## src/rtl/ram_port_arbiter.sv

```systemverilog
// Shares RAM port B between the VGA fetch path (0) and the host/debug path (1).
// Fixed priority to VGA with a starvation guard for the host; read data routed back by tag.
module ram_port_arbiter #(
   parameter int unsigned AW         = 17,
   parameter int unsigned DW         = 32,
   parameter int unsigned RD_LATENCY = 2,
   parameter int unsigned STARVE_MAX = 8
) (
   input  logic          clk,
   input  logic          reset,
   input  logic          req0,
   input  logic [AW-1:0] addr0,
   output logic          gnt0,
   output logic          rvalid0,
   output logic [DW-1:0] rdata0,
   input  logic          req1,
   input  logic          we1,
   input  logic [AW-1:0] addr1,
   input  logic [DW-1:0] wdata1,
   input  logic [3:0]    be1,
   output logic          gnt1,
   output logic          rvalid1,
   output logic [DW-1:0] rdata1,
   output logic [AW-1:0] address_b,
   output logic [3:0]    byteena_b,
   output logic          wren_b,
   output logic [DW-1:0] data_b,
   input  logic [DW-1:0] q_b
);

   localparam int unsigned Depth = RD_LATENCY + 1;

   logic [7:0]       starve_cnt_q, starve_cnt_d;
   logic             force1;
   logic [AW-1:0]    address_q, address_d;
   logic [3:0]       byteena_q, byteena_d;
   logic             wren_q, wren_d;
   logic [DW-1:0]    data_q, data_d;
   logic [Depth-1:0] tag_valid_q, tag_owner_q;
   logic             rd_grant;
   logic [DW-1:0]    rdata0_q, rdata1_q;

   // Grants are masked during reset so no access can slip through.
   always_comb begin
      force1 = req1 && (starve_cnt_q == 8'(STARVE_MAX));
      gnt1   = reset && req1 && (!req0 || force1);
      gnt0   = reset && req0 && !gnt1;
      starve_cnt_d = starve_cnt_q;
      if (gnt1 || !req1) begin
         starve_cnt_d = '0;
      end else if (starve_cnt_q < 8'(STARVE_MAX)) begin
         starve_cnt_d = starve_cnt_q + 8'd1;
      end
   end

   always_comb begin
      address_d = address_q;
      byteena_d = byteena_q;
      data_d    = data_q;
      wren_d    = 1'b0;
      if (gnt1) begin
         address_d = addr1;
         wren_d    = we1;
         byteena_d = we1 ? be1 : 4'hF;
         if (we1) data_d = wdata1;
      end else if (gnt0) begin
         address_d = addr0;
         byteena_d = 4'hF;
      end
   end

   assign rd_grant = gnt0 || (gnt1 && !we1);

   // The last tag stage lines up with q_b, so the data is forwarded in the same cycle.
   always_comb begin
      rvalid0 = tag_valid_q[Depth-1] && !tag_owner_q[Depth-1];
      rvalid1 = tag_valid_q[Depth-1] && tag_owner_q[Depth-1];
      rdata0  = rvalid0 ? q_b : rdata0_q;
      rdata1  = rvalid1 ? q_b : rdata1_q;
   end

   always_ff @(posedge clk) begin
      if (!reset) begin
         starve_cnt_q <= '0;
         address_q    <= '0;
         byteena_q    <= 4'hF;
         wren_q       <= 1'b0;
         data_q       <= '0;
         tag_valid_q  <= '0;
         tag_owner_q  <= '0;
         rdata0_q     <= '0;
         rdata1_q     <= '0;
      end else begin
         starve_cnt_q <= starve_cnt_d;
         address_q    <= address_d;
         byteena_q    <= byteena_d;
         wren_q       <= wren_d;
         data_q       <= data_d;
         tag_valid_q  <= {tag_valid_q[Depth-2:0], rd_grant};
         tag_owner_q  <= {tag_owner_q[Depth-2:0], gnt1};
         if (rvalid0) rdata0_q <= q_b;
         if (rvalid1) rdata1_q <= q_b;
      end
   end

   assign address_b = address_q;
   assign byteena_b = byteena_q;
   assign wren_b    = wren_q;
   assign data_b    = data_q;

endmodule

```

## config.mk

```make
export PLATFORM = sky130hd
export DESIGN_NAME = ram_port_arbiter
export DESIGN_NICKNAME = d
export VERILOG_FILES = /design/src/rtl/ram_port_arbiter.sv
export SDC_FILE = /design/constraint.sdc
export NUM_CORES = 1
export LEC_CHECK = 0
export ABC_AREA = 1
export CAP_MARGIN = 20
export CORE_ASPECT_RATIO = 1.5
export CORE_UTILIZATION = 44
export CTS_BUF_LIST = sky130_fd_sc_hd__clkbuf_2 sky130_fd_sc_hd__clkbuf_4 sky130_fd_sc_hd__clkbuf_8
export DETAILED_ROUTE_END_ITERATION = 10
export GPL_ROUTABILITY_DRIVEN = 0
export PLACE_DENSITY = 0.8
export SYNTH_ARGS = -nofsm -noshare
export SYNTH_HDL_FRONTEND = slang
export SYNTH_SLANG_ARGS = --single-unit
```

## constraint.sdc

```tcl
create_clock -name clk -period 2.3 [get_ports clk]
set_clock_uncertainty 0.15 [all_clocks]
set_input_delay 0.23 -clock clk [delete_from_list [all_inputs] [get_ports clk]]
set_output_delay 0.23 -clock clk [all_outputs]
set_load 0.02 [all_outputs]
```

==> summary.md, run 1 <==
| Metric | Value |
|---|---|
| Run status | `finished with violations` |
| Violated checks | `setup timing` |
| Register area | `2643 sq um` |
| Top cell type by total area after synthesis | `sky130_fd_sc_hd__dfxtp_1` |
| Final antenna diode count | `0` |
| Fin crit period | `2.399 ns` |
| Synth warn | `0` |
| Setup slack after placement | `0.1546 ns` |
| Port Buffer Count | `228` |
| Slack of the critical path | `-0.09948 ns` |
| Die height | `138.4 um` |
| Category of cells accounting for the largest share of critical-path delay | `buffers and inverters` |
| Total setup violations reported at the end of the flow | `3` |
| Cell types with the largest area share after synthesis | `sky130_fd_sc_hd__dfxtp_1 48%, sky130_fd_sc_hd__nor2_1 12%, sky130_fd_sc_hd__inv_1 9.1%, sky130_fd_sc_hd__or2_2 7.3%, sky130_fd_sc_hd__o21ai_0 7.2%` |
| Syn nets | `889` |
| Worst reg-to-reg setup slack | `0.22 ns` |
| Internal power | `3.814 mW` |
| Core region area | `12020 sq um` |
| Maximum number of pins on one net before global-route repair | `67` |
| Filler instances | `1063` |
| Depth of the CTS H-tree | `4` |
| First-pass GRT wire length | `23260 um` |
| Area of the multi-input gates | `2155 sq um` |
| Detailed Place HPWL | `10110 um` |
| Proportion of netlist area held by the largest area contributor | `0.4842` |
| Fraction of registers with async set or reset after synthesis | `0` |
| Max rail drop VDD | `396.0 uV` |
| Number of enable flip-flop cells after synthesis | `0` |
| Cell area after synthesis | `5458 sq um` |
| Row count | `49` |
| HP Start | `wdata1[18]` |
| Sequential Power Share | `0.461` |
| Delay of the slowest critical-path stage | `0.53 ns` |
| Number of antenna violations at the first check in global routing | `0` |
| Total chip power | `5.216 mW` |
| Detailed-routing iteration count for the pre-antenna-repair pass | `4` |
| Cells on worst reg2reg path | `9` |
| Category of the most critical setup path | `flop to output port` |
| Latest clock arrival within the worst-skew pair | `0.42 ns` |
| Unrepaired setup endpoints after global routing | `yes` |
| Count of vias placed by the detailed router | `5331` |
| Horiz. Die Dim | `92.94 um` |
| Area grow syn2layout | `51.47%` |
| Leakage | `4.692 nW` |
| IO Pins | `229` |
| Crit path launch type | `flop` |
| Peak fanout along the critical path | `32` |
| CP required | `1.92 ns` |
| Total congestion overflow after global routing | `0` |
| Flip-flop and latch count after synthesis | `132` |
| Count of different cell masters after synthesis | `20` |
| Clock transition at path regs | `0.08 ns` |
| Final Slew Violations | `0` |
| Gr usage total | `0.2273` |
| DR DRC count | `0` |
| CTS Buf Count | `17` |
| Switching share of total power | `0.2687` |
| Via density per instance | `4.584` |
| Most frequent cell after synthesis | `sky130_fd_sc_hd__nor2_1` |
| Top FF cell, synth | `sky130_fd_sc_hd__dfxtp_1` |
| Buffering stage count on the worst path with inverters included | `5` |
| Post-route clock period utilization | `1.043` |
| Final net count | `1106` |
| Worst-Margin Slew | `0.5400 ns` |
| Number of failing hold endpoints at the final stage | `0` |
| Post-DRT Antenna Nets | `0` |
| Number of maximum-capacitance violations | `0` |
| Maximum buffer depth of the clock tree | `2` |
| R2r startpoint | `starve_cnt_q[0]` |
| Fraction of layout cells with a size suffix above 1 | `0.1327` |
| Total clock sinks | `132` |
| Post-synthesis sequential area ratio | `0.4842` |
| Root Buffer Master | `sky130_fd_sc_hd__clkbuf_8` |
| Pwr dens | `630.9 nW/um^2` |
| Average cell area after synthesis | `6.997 sq um` |
| CP Cell Sequence | `inv_1, nor2_2, inv_1, buf_6, o21ai_0, inv_1, clkdlybuf4s50_1` |
| Most used standard cells in the synthesized netlist | `173 x sky130_fd_sc_hd__nor2_1, 132 x sky130_fd_sc_hd__dfxtp_1, 132 x sky130_fd_sc_hd__inv_1` |
| Worst Hold Depth | `3` |
| Die Outline Area | `12860 sq um` |
| Average wire per standard cell | `12.48 um` |
| Data arrival time of the worst path | `2.02 ns` |
| Switching power total | `1.402 mW` |
| Critical Path Slowest Stage Cell | `sky130_fd_sc_hd__clkdlybuf4s50_1` |
| Headroom to the max-slew limit | `0.6400` |
| Total detailed-routing wirelength | `14510 um` |
| Minimum hold slack | `0.2292 ns` |
| Initial core utilization | `0.4542` |
| Fraction of power consumed by the clock network | `0.371` |
| Min-delay worst type | `primary input to flop` |
| Endpoint of the worst hold path | `data_b[18]` |
| Kind of capture point of the worst setup path | `output port` |
| Maximum clock frequency | `416.8 MHz` |
| Number of global-route vias before repair | `4948` |
| Post-Syn Instances | `780` |
| Combinational share of power | `0.167` |
| Terminus of the critical flop-to-flop path | `byteena_b[1]` |
| Clock tree from TritonCTS | `done` |
| Post CTS Setup Buffer Count | `0` |
| Detailed Route Iter0 Violations | `191` |
| Most repeated library cell on the critical path | `sky130_fd_sc_hd__inv_1` |
## sequential cells by signal, indices dropped and copies added, names as in the netlist
name          count
tag_valid_q       3
rdata0_q         32
byteena_b         4
rdata1_q         32
tag_owner_q       3
address_b        17
wren_b            1
starve_cnt_q      8
data_b           32
## repair_timing
action | 4_1_cts | 5_1_grt
hold buffers | 1 | 0
gates resized for setup | 50 | 93
hold endpoints to repair | 4 | 0
endpoints found under the setup margin | 66 | 64
## metal layers
layer / wire (um) / up-vias / track usage
met5: 0 / - / 0
met4: 395 / 0 / 0.09231
met3: 999 / 25 / 0.07316
met2: 7373 / 162 / 0.4033
met1: 5746 / 2381 / 0.2446
li1: - / 2763 / -
## area by class of cell
type	instances	area share
Clock buffer	18	0.02997
Clock inverter	14	0.01862
Multi-Input combinational cell	472	0.2606
Timing Repair Buffer	240	0.2871
Sequential cell	132	0.3197
Tap cell	153	0.02316
Inverter	134	0.06084
## worst max-delay path by stage
stage / start / end / slack [ns] / cells past startpoint
finish: tag_valid_q[2] / rdata0[2] / -0.1 / 7
global route: tag_valid_q[2] / rdata0[27] / -0.23 / 7
CTS: tag_valid_q[2] / rdata0[28] / -0.19 / 7
detailed placement: starve_cnt_q[0] / byteena_b[1] / 0.15 / 9
global placement: tag_valid_q[2] / rdata0[13] / 0.24 / 7
floorplan: tag_valid_q[2] / rdata0[22] / 0.60 / 6
## worst reg2reg max path, stage by stage (launching register included)
cell and delay (ns):
sky130_fd_sc_hd__dfxtp_1 0.34, sky130_fd_sc_hd__inv_1 0.09, sky130_fd_sc_hd__ha_1 0.14, sky130_fd_sc_hd__nand3_1 0.14, sky130_fd_sc_hd__o21ai_4 0.19, sky130_fd_sc_hd__buf_6 0.26, sky130_fd_sc_hd__nand3_2 0.13, sky130_fd_sc_hd__buf_12 0.22
sky130_fd_sc_hd__nand2_1 0.17, sky130_fd_sc_hd__nand4_1 0.11
## power groups by stage
stage	combinational (mW)	clock, mW	sequential, mW
6_report	0.873	1.94	2.41
5_1_grt	0.951	2.09	2.42
4_1_cts	0.877	1.98	2.41
3_5_place_dp	0.883	0	2.46
3_3_place_gp	0.876	0	2.46
2_1_floorplan	0.355	0	2.52
## kinds of logic after synthesis
kind of cell | after synthesis | synth area share
buf+inv | 176 | 0.1243
simple gates | 365 | 0.2879
flops | 132 | 0.4842
compound gates | 105 | 0.09904
fa+ha+maj | 2 | 0.004584
## placed cells by master, fill, tap and decap left out, drive strengths merged
master / count
a21oi: 20
a41oi: 1
buf: 12
bufinv: 2
clkbuf: 36
clkdlybuf4s15: 11
clkdlybuf4s50: 164
clkinv: 4
clkinvlp: 6
dfxtp: 132
dlygate4sd2: 14
dlygate4sd3: 1
dlymetal6s2s: 20
ha: 2
inv: 136
nand2: 103
nand3: 20
nand4: 4
nor2: 173
nor3: 1
o21ai: 84
or2: 64
## stage by stage
stage / util / TNS [ns] / cell area [sq um] / std cells
floorplan: - / 0 / 5458 / 780
global placement: 0.6563 / 0 / 7886 / 1130
finish: 0.6879 / -0.2750 / 8267 / 1163
CTS: 0.6861 / -3.894 / 8244 / 1163
detailed placement: 0.6563 / 0 / 7886 / 1130
global route: 0.6879 / -0.7899 / 8267 / 1163
No activity file was read; power rests on OpenSTA's default activity.
==> run 2: changes to the inputs <==
--- a/config.mk
+++ b/config.mk
@@ -11,7 +11,7 @@
 export CORE_UTILIZATION = 44
 export CTS_BUF_LIST = sky130_fd_sc_hd__clkbuf_2 sky130_fd_sc_hd__clkbuf_4 sky130_fd_sc_hd__clkbuf_8
 export DETAILED_ROUTE_END_ITERATION = 10
-export GPL_ROUTABILITY_DRIVEN = 0
+export GPL_ROUTABILITY_DRIVEN = 1
 export PLACE_DENSITY = 0.8
 export SYNTH_ARGS = -nofsm -noshare
 export SYNTH_HDL_FRONTEND = slang
==> results of run 2 <==
No change in the layout: final DEF, timing and power equal those of run 1.
==> run 3: changes to the inputs <==
--- a/config.mk
+++ b/config.mk
@@ -8,11 +8,12 @@
 export ABC_AREA = 1
 export CAP_MARGIN = 20
 export CORE_ASPECT_RATIO = 1.5
-export CORE_UTILIZATION = 44
+export CORE_UTILIZATION = 37
 export CTS_BUF_LIST = sky130_fd_sc_hd__clkbuf_2 sky130_fd_sc_hd__clkbuf_4 sky130_fd_sc_hd__clkbuf_8
 export DETAILED_ROUTE_END_ITERATION = 10
 export GPL_ROUTABILITY_DRIVEN = 1
-export PLACE_DENSITY = 0.8
+export PLACE_DENSITY = 0.69
+export RECOVER_POWER = 50
 export SYNTH_ARGS = -nofsm -noshare
 export SYNTH_HDL_FRONTEND = slang
 export SYNTH_SLANG_ARGS = --single-unit
==> summary.md, run 3 (synthesis gave the netlist of run 1 again) <==
| Metric | Value |
|---|---|
| Detailed-routing iteration count for the pre-antenna-repair pass | `4 (unchanged)` |
| Cell area reported after detailed placement | `7963 sq um (+0.97%)` |
| Die Outline Area | `15250 sq um (+19%)` |
| Worst-Margin Slew | `1.186 ns (+0.6457 ns)` |
| Most common cell after layout, fill and taps aside | `sky130_fd_sc_hd__nor2_1` |
| Core region area | `14460 sq um (+20%)` |
| Fraction of layout cells with a size suffix above 1 | `0.1502 (+0.01752)` |
| Data arrival time of the worst path | `1.85 ns (-0.17 ns)` |
| Initial core utilization | `0.3775 (-0.07672)` |
| Leading cell types in the layout, fill and taps excluded | `172 x sky130_fd_sc_hd__nor2_1, 133 x sky130_fd_sc_hd__inv_1, 132 x sky130_fd_sc_hd__dfxtp_1` |
| DR DRC count | `0 (unchanged)` |
| Final net count | `1108 (+0.18%)` |
| Number of antenna violations at the first check in global routing | `0 (unchanged)` |
| Run status | `completed` |
| Row count | `54 (+10%)` |
| Number of placed cells counting well taps | `1176 (+4.1%)` |
| Number of failing hold endpoints at the final stage | `0 (unchanged)` |
| Unrepaired setup endpoints after global routing | `yes` |
| Pwr dens | `632.7 nW/um^2 (+0.28%)` |
| CTS Buf Count | `17 (unchanged)` |
| Horiz. Die Dim | `101.2 um (+8.9%)` |
| CP required | `1.92 ns (about the same)` |
| Total chip power | `5.205 mW (-0.20%)` |
| CTS Hold Buffers Added | `0 (-1)` |
| Via density per instance | `4.398 (-4.1%)` |
| Peak fanout along the critical path | `10 (-69%)` |
| Launch point of the critical path | `tag_valid_q[2]` |
| Final Util | `0.5690 (-0.1190)` |
| Design Area, Final | `8227 sq um (-0.48%)` |
| Gr usage total | `0.1924 (-0.03494)` |
| Number of global-route vias before repair | `4690 (-5.2%)` |
| Category of the most critical setup path | `flop to output port` |
| Maximum number of pins on one net before global-route repair | `65 (-3.0%)` |
| Maximum clock frequency | `449.3 MHz (+7.8%)` |
| Headroom to the max-slew limit | `0.2095 (-0.4305)` |
| Post-DRT Antenna Nets | `0 (unchanged)` |
| IO Pins | `229 (unchanged)` |
| First-pass GRT wire length | `22710 um (-2.3%)` |
| Detailed Place HPWL | `10060 um (-0.47%)` |
| Latest clock arrival within the worst-skew pair | `0.43 ns (about the same)` |
| Worst Hold Depth | `5 (+2)` |
| Depth of the CTS H-tree | `4 (unchanged)` |
| Min-delay worst type | `primary input to flop` |
| Post-route clock period utilization | `0.9677 (-0.07555)` |
| Count of vias placed by the detailed router | `5313 (-0.34%)` |
| Max rail drop VDD | `329.2 uV (-17%)` |
| Cells on worst reg2reg path | `9 (unchanged)` |
| Maximum buffer depth of the clock tree | `2 (unchanged)` |
| Clock tree from TritonCTS | `done` |
| Die height | `150.8 um (+8.9%)` |
| Port Buffer Count | `228 (unchanged)` |
| Total clock sinks | `132 (unchanged)` |
| Filler instances | `1428 (+34%)` |
| Average wire per standard cell | `12.11 um (-3.0%)` |
| Register area | `2643 sq um (unchanged)` |
| Total detailed-routing wirelength | `14630 um (+0.77%)` |
| Routability-driven placement congestion ratio | `0.7599` |
| Crit path launch type | `flop` |
| Worst reg-to-reg setup slack | `0.36 ns (+0.14 ns)` |
| Area grow syn2layout | `50.73%` |
| Final Slew Violations | `0 (unchanged)` |
| Final std cells w/o fill | `1208 (+3.9%)` |
| Detailed Route Iter0 Violations | `137 (-28%)` |
| Terminus of the critical flop-to-flop path | `data_b[24]` |
| Clock transition at path regs | `0.07 ns (about the same)` |
| Root Buffer Master | `sky130_fd_sc_hd__clkbuf_8` |
| Number of maximum-capacitance violations | `0 (unchanged)` |
| Total congestion overflow after global routing | `0 (unchanged)` |
| Setup Total Neg Slack | `0 ns (+0.2750 ns)` |
| Fin crit period | `2.226 ns (-0.1738 ns)` |
| Kind of capture point of the worst setup path | `output port` |
| End of the critical path | `rdata0[14]` |
| R2r startpoint | `starve_cnt_q[0]` |
| Final antenna diode count | `0 (unchanged)` |
| Area of the multi-input gates | `2181 sq um (+1.2%)` |
| Leakage | `4.637 nW (-1.2%)` |
| Total setup violations reported at the end of the flow | `0 (-3)` |
[run 3: changes by cell type in the layout (fill, tap and decap cells not counted), moves of 4 or more]
cell / change
sky130_fd_sc_hd__dlygate4sd2_1: +15
sky130_fd_sc_hd__clkdlybuf4s50_1: -45
sky130_fd_sc_hd__o21ai_1: -6
sky130_fd_sc_hd__dlymetal6s2s_1: -16
sky130_fd_sc_hd__clkbuf_2: +11
sky130_fd_sc_hd__dlygate4sd3_1: +41
sky130_fd_sc_hd__clkdlybuf4s15_1: -6
sky130_fd_sc_hd__buf_4: +4
sky130_fd_sc_hd__o21ai_2: +7
[run 3: layout make-up]
class                      instances  share of cell area
clock buffer                      19             0.03027
sequential                       132              0.3212
inverter                         134             0.06114
clock inverter                    13             0.01856
multi-input combinational        472              0.2651
timing repair buffer             242              0.2739
tap                              196             0.02981
[run 3: worst min-delay path by stage]
stage                         from             end  slack, ns
floorplan                   be1[0]    byteena_b[0]       0.21
global placement    tag_valid_q[0]  tag_valid_q[1]       0.25
detailed placement  tag_owner_q[1]  tag_owner_q[2]       0.25
CTS                          reset  tag_owner_q[0]       0.08
global route             wdata1[7]       data_b[7]       0.18
finish                       reset  tag_owner_q[0]       0.15
[run 3: per-stage QoR]
step | hold WS (ns) | setup WS, ns
2_1_floorplan | 0.2141 | 0.5983
3_3_place_gp | 0.2454 | 0.2163
3_5_place_dp | 0.2514 | 0.1911
4_1_cts | 0.08083 | -0.1939
5_1_grt | 0.1812 | -0.05069
6_report | 0.1504 | 0.07429
[run 3: report_power, final]
group / switching (mW) / internal (mW)
clock: 0.951 / 1.00
combinational: 0.436 / 0.410
sequential: 0.0315 / 2.37
[run 3: repair_timing]
action,CTS,global route
resized for setup,68,98
setup endpoints to repair,66,66
setup buffers,0,0
[run 3: worst max-delay path, stage by stage, from the launching register on]
cell,delay [ns]
sky130_fd_sc_hd__dfxtp_1,0.33
sky130_fd_sc_hd__inv_1,0.05
sky130_fd_sc_hd__nor2_2,0.14
sky130_fd_sc_hd__inv_1,0.08
sky130_fd_sc_hd__buf_4,0.18
sky130_fd_sc_hd__o21ai_0,0.23
sky130_fd_sc_hd__inv_1,0.07
sky130_fd_sc_hd__dlygate4sd2_1,0.34
[run 3: routing by layer]
| layer | vias up | wire length (um) | track usage |
|---|---|---|---|
| met4 | 0 | 261 | 0.07826 |
| li1 | 2778 | - | - |
| met2 | 162 | 7506 | 0.3313 |
| met5 | - | 0 | 0 |
| met1 | 2355 | 5906 | 0.2142 |
| met3 | 18 | 951 | 0.06639 |
==> patch: new RTL, flow settings as in run 2 <==
`STARVE_MAX`: 8 -> 6.
--- a/src/rtl/ram_port_arbiter.sv
+++ b/src/rtl/ram_port_arbiter.sv
@@ -4,7 +4,7 @@
    parameter int unsigned AW         = 17,
    parameter int unsigned DW         = 32,
    parameter int unsigned RD_LATENCY = 2,
-   parameter int unsigned STARVE_MAX = 8
+   parameter int unsigned STARVE_MAX = 6
 ) (
    input  logic          clk,
    input  logic          reset,
Formal check against the unedited RTL: not equivalent (a bounded check fails within 10 cycles, from zero or initial values and one cycle with reset low).
==> patch against run 2 <==
Worst setup slack improved by 0.20 ns; first-iteration DRC count down 7.9%; design area is 1.2% higher; wire length shrank 1.8%; area after synthesis is 0.16% lower; power rose by 1.5%; largest cell class unchanged; final cell count down 0.17%; sequential cell count did not move.
==> patch: results <==
metrics = {
    "outcome": {
        "status": "complete, no violations",
    },
    "global_routing": {
        "grt_util_all_layers_pct": 22.6,
        "grt_pass1_vias": 4916,
        "antenna_found_initial": 0,
        "grt_max_degree": 67,
        "grt_pass1_wl_mm": 23.1,
    },
    "cells_and_area": {
        "drive_gt1_share_pct": 13.1,
        "nets": 1105,
        "fillers": 1025,
    },
    "detailed_routing": {
        "num_vias": 5262,
        "wirelength_mm": 14.2,
        "first_pass_iters": 6,
        "drt_first_iter_violations": 176,
    },
    "cts": {
        "cts_buffer_depth": 2,
        "cts_buffers": 17,
        "htree_num_levels": 4,
        "cts-root-buf": "clkbuf_8",
        "post_cts_buffers": 0,
        "cts_resized": 49,
        "clkLatencyLatePin_ns": 0.43,
    },
    "yosys": {
        "synthArstFlopShare_pct": 0,
        "synth_area_leaders": "dfxtp_1 (48%), nor2_1 (12%), inv_1 (9.0%)",
        "synth-warning-count": 0,
        "synth_seq_area_share_pct": 48.5,
        "synthTopCellsByCount": "nor2_1 (174), dfxtp_1 (132), inv_1 (131)",
        "yosys.area.top_type": "dfxtp_1",
        "synth_cell_type_count": 21,
        "syn_nets": 887,
    },
    "critical_path": {
        "critical_path.top_delay_family": "buffers and inverters",
        "critPathArrivalTime_ns": 1.82,
        "cpPeakStageDelay_ns": 0.32,
        "slowest_stage": "dfxtp_1",
        "worstPathMaxFanout": 33,
    },
    "power": {
        "vdd_drop_max_v": 0.000422,
        "leakage_uw": 0.00485,
        "p_sw_uw": 1360,
    },
    "sta": {
        "relSlewSlack_pct": 72.4,
    },
    "place": {
        "port_buffers": 228,
        "dp_hpwl_mm": 9.95,
        "dpl-instance-area_um2": 7890,
        "routabilityCongestion": 0.778,
    },
    "worst_hold_path": {
        "worstHoldPathCells": 5,
    },
}
-- patch: worst paths after layout --
kind	from	to	slack [ns]
hold reg to reg	tag_valid_q[0]	tag_valid_q[1]	0.26
hold / removal	reset	tag_owner_q[0]	0.06
setup reg to reg	starve_cnt_q[0]	byteena_b[0]	0.21
setup / recovery	tag_owner_q[2]	rdata1[11]	0.10
-- patch: power by group through the flow --
stage / Clock (µW) / Sequential (µW) / Combinational (µW)
floorplan: 0 / 2520 / 355
global placement: 0 / 2450 / 878
detailed placement: 0 / 2460 / 884
CTS: 2050 / 2410 / 880
global route: 2160 / 2420 / 960
finish: 2000 / 2410 / 881
-- patch: routing by layer --
layer | up-vias | share of wire (%) | global-route usage, %
li1 | 2761 | - | -
met1 | 2318 | 39 | 24.8
met2 | 168 | 52 | 40.2
met3 | 15 | 6.8 | 7.21
met4 | 0 | 1.9 | 8.26
met5 | - | 0 | 0
-- patch: final cells by class --
type	instances	share of cell area, %
Multi-Input combinational cell	471	26.0
Tap cell	153	2.29
Clock inverter	12	1.87
Clock buffer	19	3.05
Sequential cell	132	31.6
Inverter	133	5.97
Timing Repair Buffer	241	29.2
-- patch: through the flow --
step	setup TNS [ns]	power, µW	worst slack, ns	util, %	instances
floorplan	0	2870	0.598	-	778
global route	-0.00538	5530	-0.00191	69.6	1161
detailed placement	0	3340	0.167	65.7	1130
global placement	0	3330	0.237	65.7	1130
finish	0	5290	0.102	69.6	1161
CTS	-4.76	5340	-0.198	68.7	1161
-- patch: kinds of logic after synthesis --
group | share of synthesized area [%]
adders and majority gates | 0.459
xor gates and xnor gates | 0.161
DFF | 48.5
buffers and inverters | 12.4
AOI/OAI and AO/OA | 9.48
and+or+nand+nor | 29.0
